==> config.mk <==
export PLATFORM = sky130hd
export DESIGN_NAME = cpu_control_fsm
export DESIGN_NICKNAME = d
export VERILOG_FILES = /design/src/rtl/ctrl_pkg.sv /design/src/rtl/mem_watchdog.sv /design/src/rtl/cpu_control_fsm.sv
export SDC_FILE = /design/constraint.sdc
export NUM_CORES = 1
export LEC_CHECK = 0
export CORE_ASPECT_RATIO = 0.9
export CORE_MARGIN = 2
export CORE_UTILIZATION = 46
export CTS_CLUSTER_SIZE = 10
export DETAILED_ROUTE_END_ITERATION = 16
export PLACE_DENSITY = 0.8
export REMOVE_ABC_BUFFERS = 1
export SYNTH_ARGS = -nofsm -noshare
export SYNTH_HDL_FRONTEND = slang
export SYNTH_HIERARCHICAL = 1
export SYNTH_SLANG_ARGS = --single-unit
==> constraint.sdc <==
create_clock -name clk -period 3.2 [get_ports clk]
set_input_delay 0.64 -clock clk [delete_from_list [all_inputs] [get_ports clk]]
set_output_delay 0.64 -clock clk [all_outputs]
set_load 0.005 [all_outputs]
==> src/rtl/ctrl_pkg.sv <==
// Shared state encoding, instruction class codes and writeback-select constants
// for the multi-cycle control sequencer.
package ctrl_pkg;

    typedef enum logic [2:0] {
        S_FETCH,
        S_DECODE,
        S_EXEC,
        S_MEM,
        S_WB,
        S_HALT
    } state_t;

    localparam logic [2:0] CLS_LOAD  = 3'b000;
    localparam logic [2:0] CLS_STORE = 3'b001;
    localparam logic [2:0] CLS_ARITH = 3'b010;
    localparam logic [2:0] CLS_IMM   = 3'b011;
    localparam logic [2:0] CLS_JMP   = 3'b100;
    localparam logic [2:0] CLS_JCOND = 3'b101;

    localparam logic WB_ALU = 1'b0;
    localparam logic WB_MEM = 1'b1;

endpackage

==> src/rtl/mem_watchdog.sv <==
// Counts consecutive request cycles without ack; timeout_o is combinational and fires in
// the TIMEOUT-th unanswered cycle. An ack in that same cycle suppresses the timeout.
module mem_watchdog #(
    parameter int TIMEOUT = 16
) (
    input  logic clk,
    input  logic rst_n,
    input  logic req_i,
    input  logic ack_i,
    input  logic clr_i,
    output logic timeout_o
);

    localparam int CNT_W = (TIMEOUT < 2) ? 1 : $clog2(TIMEOUT + 1);

    logic [CNT_W-1:0] cnt_q, cnt_d;

    assign timeout_o = req_i && !ack_i && (cnt_q == CNT_W'(TIMEOUT - 1));

    always_comb begin
        cnt_d = cnt_q + CNT_W'(1);
        if (clr_i || !req_i || ack_i || timeout_o) begin
            cnt_d = '0;
        end
    end

    always_ff @(posedge clk or negedge rst_n) begin
        if (!rst_n) begin
            cnt_q <= '0;
        end else begin
            cnt_q <= cnt_d;
        end
    end

endmodule

==> src/rtl/cpu_control_fsm.sv <==
// Multi-cycle fetch/decode/execute sequencer owning PC, IR and the shared memory port.
// Latency: jump 3, alu/store 4, load 5 cycles plus ack waits; stalls on mem_ack, halts on timeout.
module cpu_control_fsm
    import ctrl_pkg::*;
#(
    parameter int ADDR_W  = 5,
    parameter int TIMEOUT = 16,
    parameter int RET_W   = 16
) (
    input  logic              clk,
    input  logic              rst_n,
    output logic              mem_req,
    output logic              mem_we,
    output logic [ADDR_W-1:0] mem_addr,
    input  logic              mem_ack,
    input  logic [15:0]       mem_rdata,
    output logic [15:0]       ir,
    input  logic [4:0]        address,
    input  logic              is_arithmetic,
    input  logic              is_immediate,
    input  logic              is_load,
    input  logic              is_store,
    input  logic              is_jump_unconditional,
    input  logic              is_jump_conditional,
    input  logic              zero_flag,
    output logic              alu_en,
    output logic              alu_imm,
    output logic              rf_we,
    output logic              wb_sel,
    output logic [15:0]       ld_data,
    output logic [ADDR_W-1:0] pc,
    output logic              halted,
    output logic              bus_error,
    output logic [RET_W-1:0]  retired
);

    state_t            state_q, state_d;
    logic              run_q;
    logic [ADDR_W-1:0] pc_q, pc_d;
    logic [15:0]       ir_q, ir_d;
    logic [15:0]       ld_q, ld_d;
    logic [RET_W-1:0]  ret_q, ret_d;
    logic              berr_q, berr_d;
    logic              retire;
    logic              timeout;
    logic              any_class;
    logic [ADDR_W-1:0] field_addr;

    assign field_addr = ADDR_W'(address);
    assign any_class  = is_arithmetic | is_immediate | is_load | is_store
                      | is_jump_unconditional | is_jump_conditional;

    mem_watchdog #(
        .TIMEOUT (TIMEOUT)
    ) u_wdog (
        .clk       (clk),
        .rst_n     (rst_n),
        .req_i     (mem_req),
        .ack_i     (mem_ack),
        .clr_i     (state_d != state_q),
        .timeout_o (timeout)
    );

    // run_q keeps every strobe low until the first edge after reset release.
    always_comb begin
        state_d  = state_q;
        pc_d     = pc_q;
        ir_d     = ir_q;
        ld_d     = ld_q;
        berr_d   = berr_q;
        retire   = 1'b0;
        mem_req  = 1'b0;
        mem_we   = 1'b0;
        mem_addr = '0;
        alu_en   = 1'b0;
        alu_imm  = 1'b0;
        rf_we    = 1'b0;
        wb_sel   = WB_ALU;
        if (run_q) begin
            case (state_q)
                S_FETCH: begin
                    mem_req  = 1'b1;
                    mem_addr = pc_q;
                    if (mem_ack) begin
                        ir_d    = mem_rdata;
                        pc_d    = pc_q + ADDR_W'(1);
                        state_d = S_DECODE;
                    end else if (timeout) begin
                        berr_d  = 1'b1;
                        state_d = S_HALT;
                    end
                end
                S_DECODE: begin
                    state_d = any_class ? S_EXEC : S_HALT;
                end
                S_EXEC: begin
                    if (is_arithmetic) begin
                        alu_en  = 1'b1;
                        state_d = S_WB;
                    end else if (is_immediate) begin
                        alu_en  = 1'b1;
                        alu_imm = 1'b1;
                        state_d = S_WB;
                    end else if (is_load || is_store) begin
                        state_d = S_MEM;
                    end else if (is_jump_unconditional) begin
                        pc_d    = field_addr;
                        retire  = 1'b1;
                        state_d = S_FETCH;
                    end else if (is_jump_conditional) begin
                        if (zero_flag) begin
                            pc_d = field_addr;
                        end
                        retire  = 1'b1;
                        state_d = S_FETCH;
                    end else begin
                        state_d = S_HALT;
                    end
                end
                S_MEM: begin
                    mem_req  = 1'b1;
                    mem_addr = field_addr;
                    mem_we   = is_store;
                    if (mem_ack) begin
                        if (is_store) begin
                            retire  = 1'b1;
                            state_d = S_FETCH;
                        end else begin
                            ld_d    = mem_rdata;
                            state_d = S_WB;
                        end
                    end else if (timeout) begin
                        berr_d  = 1'b1;
                        state_d = S_HALT;
                    end
                end
                S_WB: begin
                    rf_we   = 1'b1;
                    wb_sel  = is_load ? WB_MEM : WB_ALU;
                    retire  = 1'b1;
                    state_d = S_FETCH;
                end
                S_HALT: begin
                    state_d = S_HALT;
                end
                default: begin
                    state_d = S_HALT;
                end
            endcase
        end
        ret_d = retire ? ret_q + RET_W'(1) : ret_q;
    end

    always_ff @(posedge clk or negedge rst_n) begin
        if (!rst_n) begin
            state_q <= S_FETCH;
            run_q   <= 1'b0;
            pc_q    <= '0;
            ir_q    <= '0;
            ld_q    <= '0;
            ret_q   <= '0;
            berr_q  <= 1'b0;
        end else begin
            state_q <= state_d;
            run_q   <= 1'b1;
            pc_q    <= pc_d;
            ir_q    <= ir_d;
            ld_q    <= ld_d;
            ret_q   <= ret_d;
            berr_q  <= berr_d;
        end
    end

    assign ir        = ir_q;
    assign pc        = pc_q;
    assign ld_data   = ld_q;
    assign retired   = ret_q;
    assign bus_error = berr_q;
    assign halted    = (state_q == S_HALT);

endmodule

==> out/qor_table.md, run 1 <==
| Group | Item | This run |
|:---|:---|:---|
| outcome | Status | complete, no violations |
| job | MaxCap Viol Count | 0 |
| placed design | PortBufs | 96 |
| timing | Worst Skew | 9.693 ps |
| pwr | Max VDD drop | 311.3 uV |
| pwr | Leak | 0.001995 uW |
| yosys | Warnings, synthesis | 6 |
| die | Vertical die dimension | 81.26 um |
| timing | Worst-case headroom to the max-slew limit | 0.4677 |
| pwr | Internal power summed over all cells | 1119 uW |
| setup path | Startpoint of the worst-slack reg-to-reg timing path | u_wdog/cnt_q[0] |
| die | Die footprint | 0.007300 mm2 |
| drt | Mean number of vias per cell | 5.125 |
| pwr | Proportion of power drawn by flip-flops and latches | 0.541 |
| grt | Global-route total usage across every layer | 0.2019 |
| timing | Worst hold slack | 452.6 ps |
| grt | Maximum number of pins on one net before global-route repair | 64 |
| timing | Achievable frequency | 323.1 MHz |
| setup path | Critical R2R Capture | u_wdog/cnt_q[4] |
| drt | Via Count | 2,593 |
| yosys | Post-synth top flop | dfrtp_1 |
| setup path | Path depth of the worst reg2reg path | 11 |
| pwr | Ratio of total power to cell area | 338.7 mW/mm2 |
| placed design | RePlAce Congestion | 0.9075 |
| setup path | Cell seen most often among critical-path stages | clkdlybuf4s50_1 |
| placed design | Sum of net half-perimeters after detailed placement | 5246 um |
| yosys | Post-synthesis instance area | 0.003050 mm2 |
| die | Placeable core area | 0.006481 mm2 |
| setup path | CP Data Required Time | 2560 ps |
| setup path | Critical Path Stages | 7 |
| final layout | Area added between synthesis and finish | 42.99% |
| timing | Post-route clock period utilization | 0.9673 |
| pwr | Total power | 1477 uW |
| die | Row count | 28 |
| die | Starting utilization of the core area | 0.4707 |
| setup path | Worst Setup Start Kind | input pin |
| setup path | Setup slack of the worst register-to-register path | 140 ps |
| clock network | Buffer type at the clock tree root | clkbuf_8 |
| drt | Drt first-iter violations | 105 |
| clock network | Number of post-CTS setup repair buffers | 0 |
| setup path | Critical path type | in2out |
| drt | DRC violations left | 0 |
| setup path | Arrival time of data at the critical path endpoint | 2460 ps |
| pwr | Combinational share of power | 0.054 |
| yosys | Top cell type's share of synthesized area | 0.5168 |
| final layout | Count of antenna diodes in the layout | 0 |
| setup path | Cells along the critical path | clkdlybuf4s50_1, nor4_4, nand2_1, o221ai_2, nor2_1, and2_1, clkdlybuf4s50_1 |
| final layout | Number of nets at the end of the flow | 446 |
| yosys | Largest cells by area after synthesis | dfrtp_1 (52%), nand2_1 (8.0%), mux2_2 (6.3%) |
| clock network | Deepest level of the CTS H-tree | 3 |
| clock network | Clock buffer count from CTS | 9 |
| clock network | Clock edge transition at the registers on the reported setup and hold paths | 80 ps |
| setup path | CP endpoint | wb_sel |
| clock network | Clock latency reported for the late side of the worst-skew pair | 340 ps |
| yosys | Cell types with the highest counts after synthesis | nand2_1 (65), dfrtp_1 (63), nor2_1 (30), mux2_2 (17), a21oi_1 (10) |
| pwr | Clock share of power | 0.405 |
| setup path | Crit path largest cell delay | 470 ps |
| setup path | Worst Setup End Kind | output pin |
| clock network | TritonCTS sink count | 63 |
| grt | Via count of the first global-routing pass | 2,412 |
| drt | Post-DRT Antenna Nets | 0 |
| clock network | Max Root-Sink Buffers | 2 |
| grt | Congestion Overflow GR | 0 |
| setup path | Worst setup path startpoint | is_arithmetic |
| yosys | Flops & latches, synth | 63 |
| yosys | Most common cell in the synthesized netlist | nand2_1 |
| die | Chip Width | 89.84 um |
| drt | Detailed Routing Iterations Pass 1 | 4 |
| yosys | Post-Synthesis Cells | 296 |
| final layout | Fraction of final layout cells sized beyond drive strength 1 | 0.1659 |
| drt | Drt wl/cell | 14.31 um |
| yosys | Dominant cell type by area after synthesis | dfrtp_1 |
| timing | Transition at the pin with the smallest max-transition slack | 798.5 ps |
| timing | Total of endpoints with negative setup slack in the final report | 0 |
| timing | Hold Fails Final Rpt | 0 |
| die | Top-level I/O count | 97 |
| yosys | Async set or reset register ratio after synthesis | 1.000 |
| timing | Unrepaired setup endpoints after global routing | true |
| drt | Routed wire length | 7243 um |
| yosys | Number of library cell types mapped by synthesis | 50 |
| pwr | Switching share of power | 0.2425 |
| clock network | TritonCTS clock tree | built |
| setup path | Top delay family on crit path | buffers and inverters |
| hold path | Class of the tightest hold or removal check | in2async |
| grt | Global-route wire length before repair | 11,650 um |
| setup path | CP bufs+invs | 2 |
| setup path | Slowest cell on crit path | clkdlybuf4s50_1 |
| yosys | Count of flip-flops with a built-in enable after synthesis | 0 |
| yosys | Average instance area after synthesis | 10.31 um2 |
| pwr | Power spent charging and discharging nets | 358.2 uW |
| timing | Final min period | 3095 ps |
| setup path | Peak fanout along the critical path | 3 |
| yosys | Register area share after synthesis | 0.5168 |
| timing | Final Max Slew Viols | 0 |
| grt | Antenna violations before repair | 0 |
-- routing by layer --
| metal | vias up | global-route usage | wire length (um) |
|---|---|---|---|
| li1 | 1242 | - | - |
| met1 | 1250 | 0.2579 | 3170 |
| met2 | 94 | 0.3295 | 3449 |
| met3 | 7 | 0.07699 | 560 |
| met4 | 0 | 0.05077 | 63 |
| met5 | - | 0 | 0 |
-- cells by family (layout without fill, tap and decap cells) --
| group | Yosys count | in the layout | share of synthesized area |
|---|---|---|---|
| simple gates | 138 | 138 | 0.2260 |
| buf+inv | 16 | 136 | 0.03076 |
| flops | 63 | 63 | 0.5168 |
| mux | 20 | 20 | 0.07260 |
| other cells | 1 | 1 | 0.001229 |
| xor+xnor | 17 | 17 | 0.04881 |
| compound gates | 37 | 37 | 0.08737 |
| fa+ha+maj | 4 | 4 | 0.01641 |
-- state kept, by name, summed over array words and instances, names as in the netlist --
register and count:
u_wdog/cnt_q 5, pc 5, state_q 3, run_q 1, ir 16, ld_data 16, bus_error 1, retired 16
-- cells in the final DEF, fill, tap and decap left out, drive strengths merged, types with 6 or more instances in the layout --
cell type	count
nand2	65
clkdlybuf4s50	95
nand3	7
buf	19
a22oi	6
a21oi	10
mux2	17
nand4	6
clkbuf	9
xnor2	9
xor2	8
dfrtp	63
nor2	31
-- power by group through the flow --
stage	clock network [uW]	logic, uW	registers, uW
after floorplan	0	7.61	815
after global placement	0	79.6	814
after detailed placement	0	80.4	814
after CTS	622	80.9	799
after global routing	657	87.6	799
final	599	79.4	799
-- worst min path at each step --
stage	end	slack [ps]	cells after the start
2_1_floorplan	bus_error	340	0
3_3_place_gp	u_wdog/cnt_q[0]	440	1
3_5_place_dp	ir[12]	460	2
4_1_cts	u_wdog/cnt_q[0]	480	1
5_1_grt	u_wdog/cnt_q[0]	490	1
6_report	state_q[1]	450	2
-- stage by stage --
stage / cells / cell area (um2) / utilization / setup TNS [ps] / worst slack [ps]
global route: 506 / 4362 / 0.6730 / -28.40 / -19.09
CTS: 506 / 4355 / 0.6720 / 0 / 1.720
global placement: 490 / 4183 / 0.6454 / 0 / 26.99
floorplan: 286 / 2979 / - / 0 / 310.9
detailed placement: 490 / 4183 / 0.6454 / 0 / 25.06
finish: 506 / 4362 / 0.6730 / 0 / 104.6
-- area by class of cell --
cell class / count / area (um2)
clock buffer: 9 / 123.9
clock inverter: 7 / 48.80
fill: 524 / 2120
inverter: 6 / 22.52
multi-input combinational: 217 / 1386
sequential: 63 / 1577
tap: 90 / 112.6
timing repair buffer: 114 / 1091
-- what timing repair did --
action                                  in CTS  in global routing
hold buffers                                 0                  0
endpoints found under the setup margin       0                  3
gates resized for setup                      0                  1
No activity file was read; power rests on OpenSTA's default activity.
==> run 2, diff against run 1 <==
--- a/config.mk
+++ b/config.mk
@@ -10,8 +10,10 @@
 export CORE_UTILIZATION = 46
 export CTS_CLUSTER_SIZE = 10
 export DETAILED_ROUTE_END_ITERATION = 16
+export GPL_TIMING_DRIVEN = 0
 export PLACE_DENSITY = 0.8
 export REMOVE_ABC_BUFFERS = 1
+export SLEW_MARGIN = 20
 export SYNTH_ARGS = -nofsm -noshare
 export SYNTH_HDL_FRONTEND = slang
 export SYNTH_HIERARCHICAL = 1
==> run 2 against run 1 <==
Clock skew is 0.68 ps lower. Final cell count is 2.6% lower. Non-clock buffer count is 11 lower. Sequential power hardly changed. Utilization is 0.12 points lower. First-iteration DRC count is 24% higher. Sequential share of layout area is 0.12 points higher. Clock power is 0.8% higher. Via count is 2.4% lower. Final area is 0.17% lower. Flip-flop and latch count stayed put. Maximum frequency is 0.23% higher.
==> out/qor_table.md, run 2 (same netlist as run 1, synthesis figures left out) <==
| Group | Item | This run | Delta |
|:---|:---|:---|:---|
| drt | Via Count | 2,530 | -2.4% |
| placed design | Sum of net half-perimeters after detailed placement | 5112 um | -2.6% |
| timing | Transition at the pin with the smallest max-transition slack | 871.5 ps | +73.07 ps |
| timing | Post-route clock period utilization | 0.9651 | -0.002183 |
| placed design | Worst setup slack before clock tree synthesis | -278.3 ps | -303.4 ps |
| timing | Final Max Slew Viols | 0 | unchanged |
| clock network | Clock latency reported for the late side of the worst-skew pair | 330 ps | about the same |
| setup path | Worst Setup End Kind | output pin |  |
| clock network | TritonCTS clock tree | built |  |
| placed design | RePlAce Congestion | 0.9017 | -0.64% |
| outcome | Status | complete, no violations |  |
| grt | Global-route wire length before repair | 11,850 um | +1.7% |
| die | Top-level I/O count | 97 | unchanged |
| final layout | Flip-flop and latch area | 0.001579 mm2 | +0.16% |
| final layout | Count of antenna diodes in the layout | 0 | unchanged |
| drt | Drt first-iter violations | 130 | +24% |
| grt | Antenna violations before repair | 0 | unchanged |
| drt | Drt wl/cell | 15.09 um | +5.4% |
| clock network | Clock edge transition at the registers on the reported setup and hold paths | 70 ps | about the same |
| setup path | Critical path type | in2out |  |
| drt | Detailed Routing Iterations Pass 1 | 4 | unchanged |
| setup path | Cells along the critical path | clkdlybuf4s50_1, nor4_4, nand2_2, o221ai_4, nor2_2, and2_1, clkdlybuf4s50_1 |  |
| pwr | Switching share of power | 0.2232 | -0.01930 |
| placed design | PortBufs | 96 | unchanged |
| setup path | Arrival time of data at the critical path endpoint | 2450 ps | about the same |
| clock network | Clock buffer count from CTS | 9 | unchanged |
| timing | Slack of the critical path | 111.6 ps | +6.987 ps |
| timing | Worst-case headroom to the max-slew limit | 0.4172 | -0.05045 |
| job | MaxCap Viol Count | 0 | unchanged |
| pwr | Combinational share of power | 0.052 | -0.002 |
| pwr | Total power | 1483 uW | +0.37% |
| grt | Maximum number of pins on one net before global-route repair | 53 | -17% |
| pwr | Proportion of power drawn by flip-flops and latches | 0.541 | about the same |
| setup path | Worst Setup Start Kind | input pin |  |
| final layout | FILL cells | 497 | -5.2% |
| drt | Post-DRT Antenna Nets | 0 | unchanged |
| pwr | Power spent charging and discharging nets | 330.9 uW | -7.6% |
| setup path | Critical Path Stages | 7 | unchanged |
| die | Die footprint | 0.007300 mm2 | unchanged |
| setup path | CP bufs+invs | 2 | unchanged |
| setup path | Top delay family on crit path | buffers and inverters |  |
| setup path | CP Data Required Time | 2560 ps | about the same |
| timing | Worst Skew | 9.012 ps | -0.6807 ps |
| hold path | Class of the tightest hold or removal check | in2async |  |
| grt | Global-route total usage across every layer | 0.2036 | +0.001681 |
| clock network | TritonCTS sink count | 63 | unchanged |
| setup path | Crit path largest cell delay | 470 ps | about the same |
| grt | Congestion Overflow GR | 0 | unchanged |
| timing | Final min period | 3088 ps | -6.987 ps |
| final layout | Most common cell after layout, fill and taps aside | clkdlybuf4s50_1 |  |
| setup path | Startpoint of the worst-slack reg-to-reg timing path | state_q[2] |  |
| final layout | Utilization after layout | 0.6718 | -0.001158 |
| pwr | Max VDD drop | 241.6 uV | -22% |
| final layout | Area added between synthesis and finish | 42.74% |  |
| die | Vertical die dimension | 81.26 um | unchanged |
| setup path | Worst setup path startpoint | is_immediate |  |
| drt | Routed wire length | 7438 um | +2.7% |
| clock network | Cts hold-fix bufs | 0 | unchanged |
| timing | Achievable frequency | 323.8 MHz | +0.23% |
| die | Row count | 28 | unchanged |
| final layout | Most used cells in the layout excluding fill and tap cells | clkdlybuf4s50_1 (92), nand2_1 (63), dfrtp_1 (61), nor2_1 (29), mux2_2 (17) |  |
| drt | Mean number of vias per cell | 5.132 | +0.14% |
| die | Placeable core area | 0.006481 mm2 | unchanged |
| grt | Via count of the first global-routing pass | 2,443 | +1.3% |
| pwr | Clock share of power | 0.408 | +0.003 |
| clock network | Max Root-Sink Buffers | 2 | unchanged |
| setup path | Slowest cell on crit path | clkdlybuf4s50_1 |  |
| die | Starting utilization of the core area | 0.4707 | unchanged |
| clock network | Buffer type at the clock tree root | clkbuf_8 |  |
| die | Chip Width | 89.84 um | unchanged |
| setup path | Path depth of the worst reg2reg path | 11 | unchanged |
| timing | Total of endpoints with negative setup slack in the final report | 0 | unchanged |
| final layout | Number of nets at the end of the flow | 435 | -2.5% |
| clock network | Deepest level of the CTS H-tree | 3 | unchanged |
| drt | DRC violations left | 0 | unchanged |
| pwr | Internal power summed over all cells | 1152 uW | +2.9% |
| pwr | Leak | 0.002011 uW | +0.84% |
| setup path | Peak fanout along the critical path | 3 | unchanged |
| pwr | Ratio of total power to cell area | 340.5 mW/mm2 | +0.54% |
| final layout | Multi-input gate area in the final layout | 0.001426 mm2 | +2.9% |
| setup path | Cell seen most often among critical-path stages | clkdlybuf4s50_1 |  |
| timing | Hold Fails Final Rpt | 0 | unchanged |
| final layout | Fraction of final layout cells sized beyond drive strength 1 | 0.1588 | -0.007056 |
run 2: changes by cell type in the layout (fill, tap and decap cells not counted), sizes merged:
| cell | before | now |
|---|---|---|
| clkinv | 4 | 2 |
| inv | 5 | 4 |
| dlymetal6s2s | 0 | 3 |
| clkbuf | 9 | 11 |
| clkinvlp | 4 | 3 |
| clkdlybuf4s50 | 95 | 92 |
| buf | 19 | 8 |
run 2: routing by layer:
metal  routed length [um]  track usage  up-vias  part of all wire
met5                    0            0        -                 0
met4                  100      0.05692        0             0.013
met3                  497      0.07421        8             0.067
met2                 3631       0.3280       91              0.49
met1                 3208       0.2631     1214              0.43
li1                     -            -     1217                 -
run 2: layout make-up:
cell class	count	area share
timing repair buffer	103	0.2385
clock inverter	3	0.004598
inverter	6	0.006034
clock buffer	11	0.03477
multi-input combinational	217	0.3276
sequential	63	0.3626
tap	90	0.02586
run 2: final timing paths:
kind,endpoint,slack (ps)
setup / recovery,wb_sel,110
hold / removal,pc[4],140
setup reg to reg,u_wdog/cnt_q[3],150
hold reg to reg,u_wdog/cnt_q[0],460
max in group asynchronous,u_wdog/cnt_q[4],2540
min in group clk,u_wdog/cnt_q[0],460
run 2: per-stage QoR:
| step | TNS (ps) | std cells | hold slack, ps | instance area (um2) |
|---|---|---|---|---|
| CTS | -168.8 | 488 | 132.9 | 4270 |
| finish | 0 | 493 | 143.8 | 4354 |
| global route | -26.54 | 493 | 136.0 | 4354 |
| global placement | -38630 | 472 | 443.6 | 4053 |
| floorplan | 0 | 286 | 344.4 | 2979 |
| detailed placement | -1453 | 473 | 448.6 | 4083 |
run 2: repair_timing:
item | 4_1_cts | 5_1_grt
pin swaps | 1 | 3
setup buffers | 1 | 5
endpoints found under the setup margin | 7 | 8
resized for setup | 2 | 12
run 2: power by group through the flow:
stage	registers [uW]	logic (uW)	clock network [uW]
final	802	76.6	604
after global routing	801	84.3	660
after CTS	801	77.2	629
after detailed placement	816	76.3	0
after global placement	816	71.2	0
after floorplan	815	7.61	0
run 2: worst register-to-register path: cells and delay by family (launching register included):
| kind | cells | cell delay [ps] |
|---|---|---|
| flip-flops | 1 | 470 |
| buffers and inverters | 1 | 230 |
| AO/OA/AOI/OAI | 5 | 1020 |
| AND/OR/NAND/NOR | 5 | 1250 |
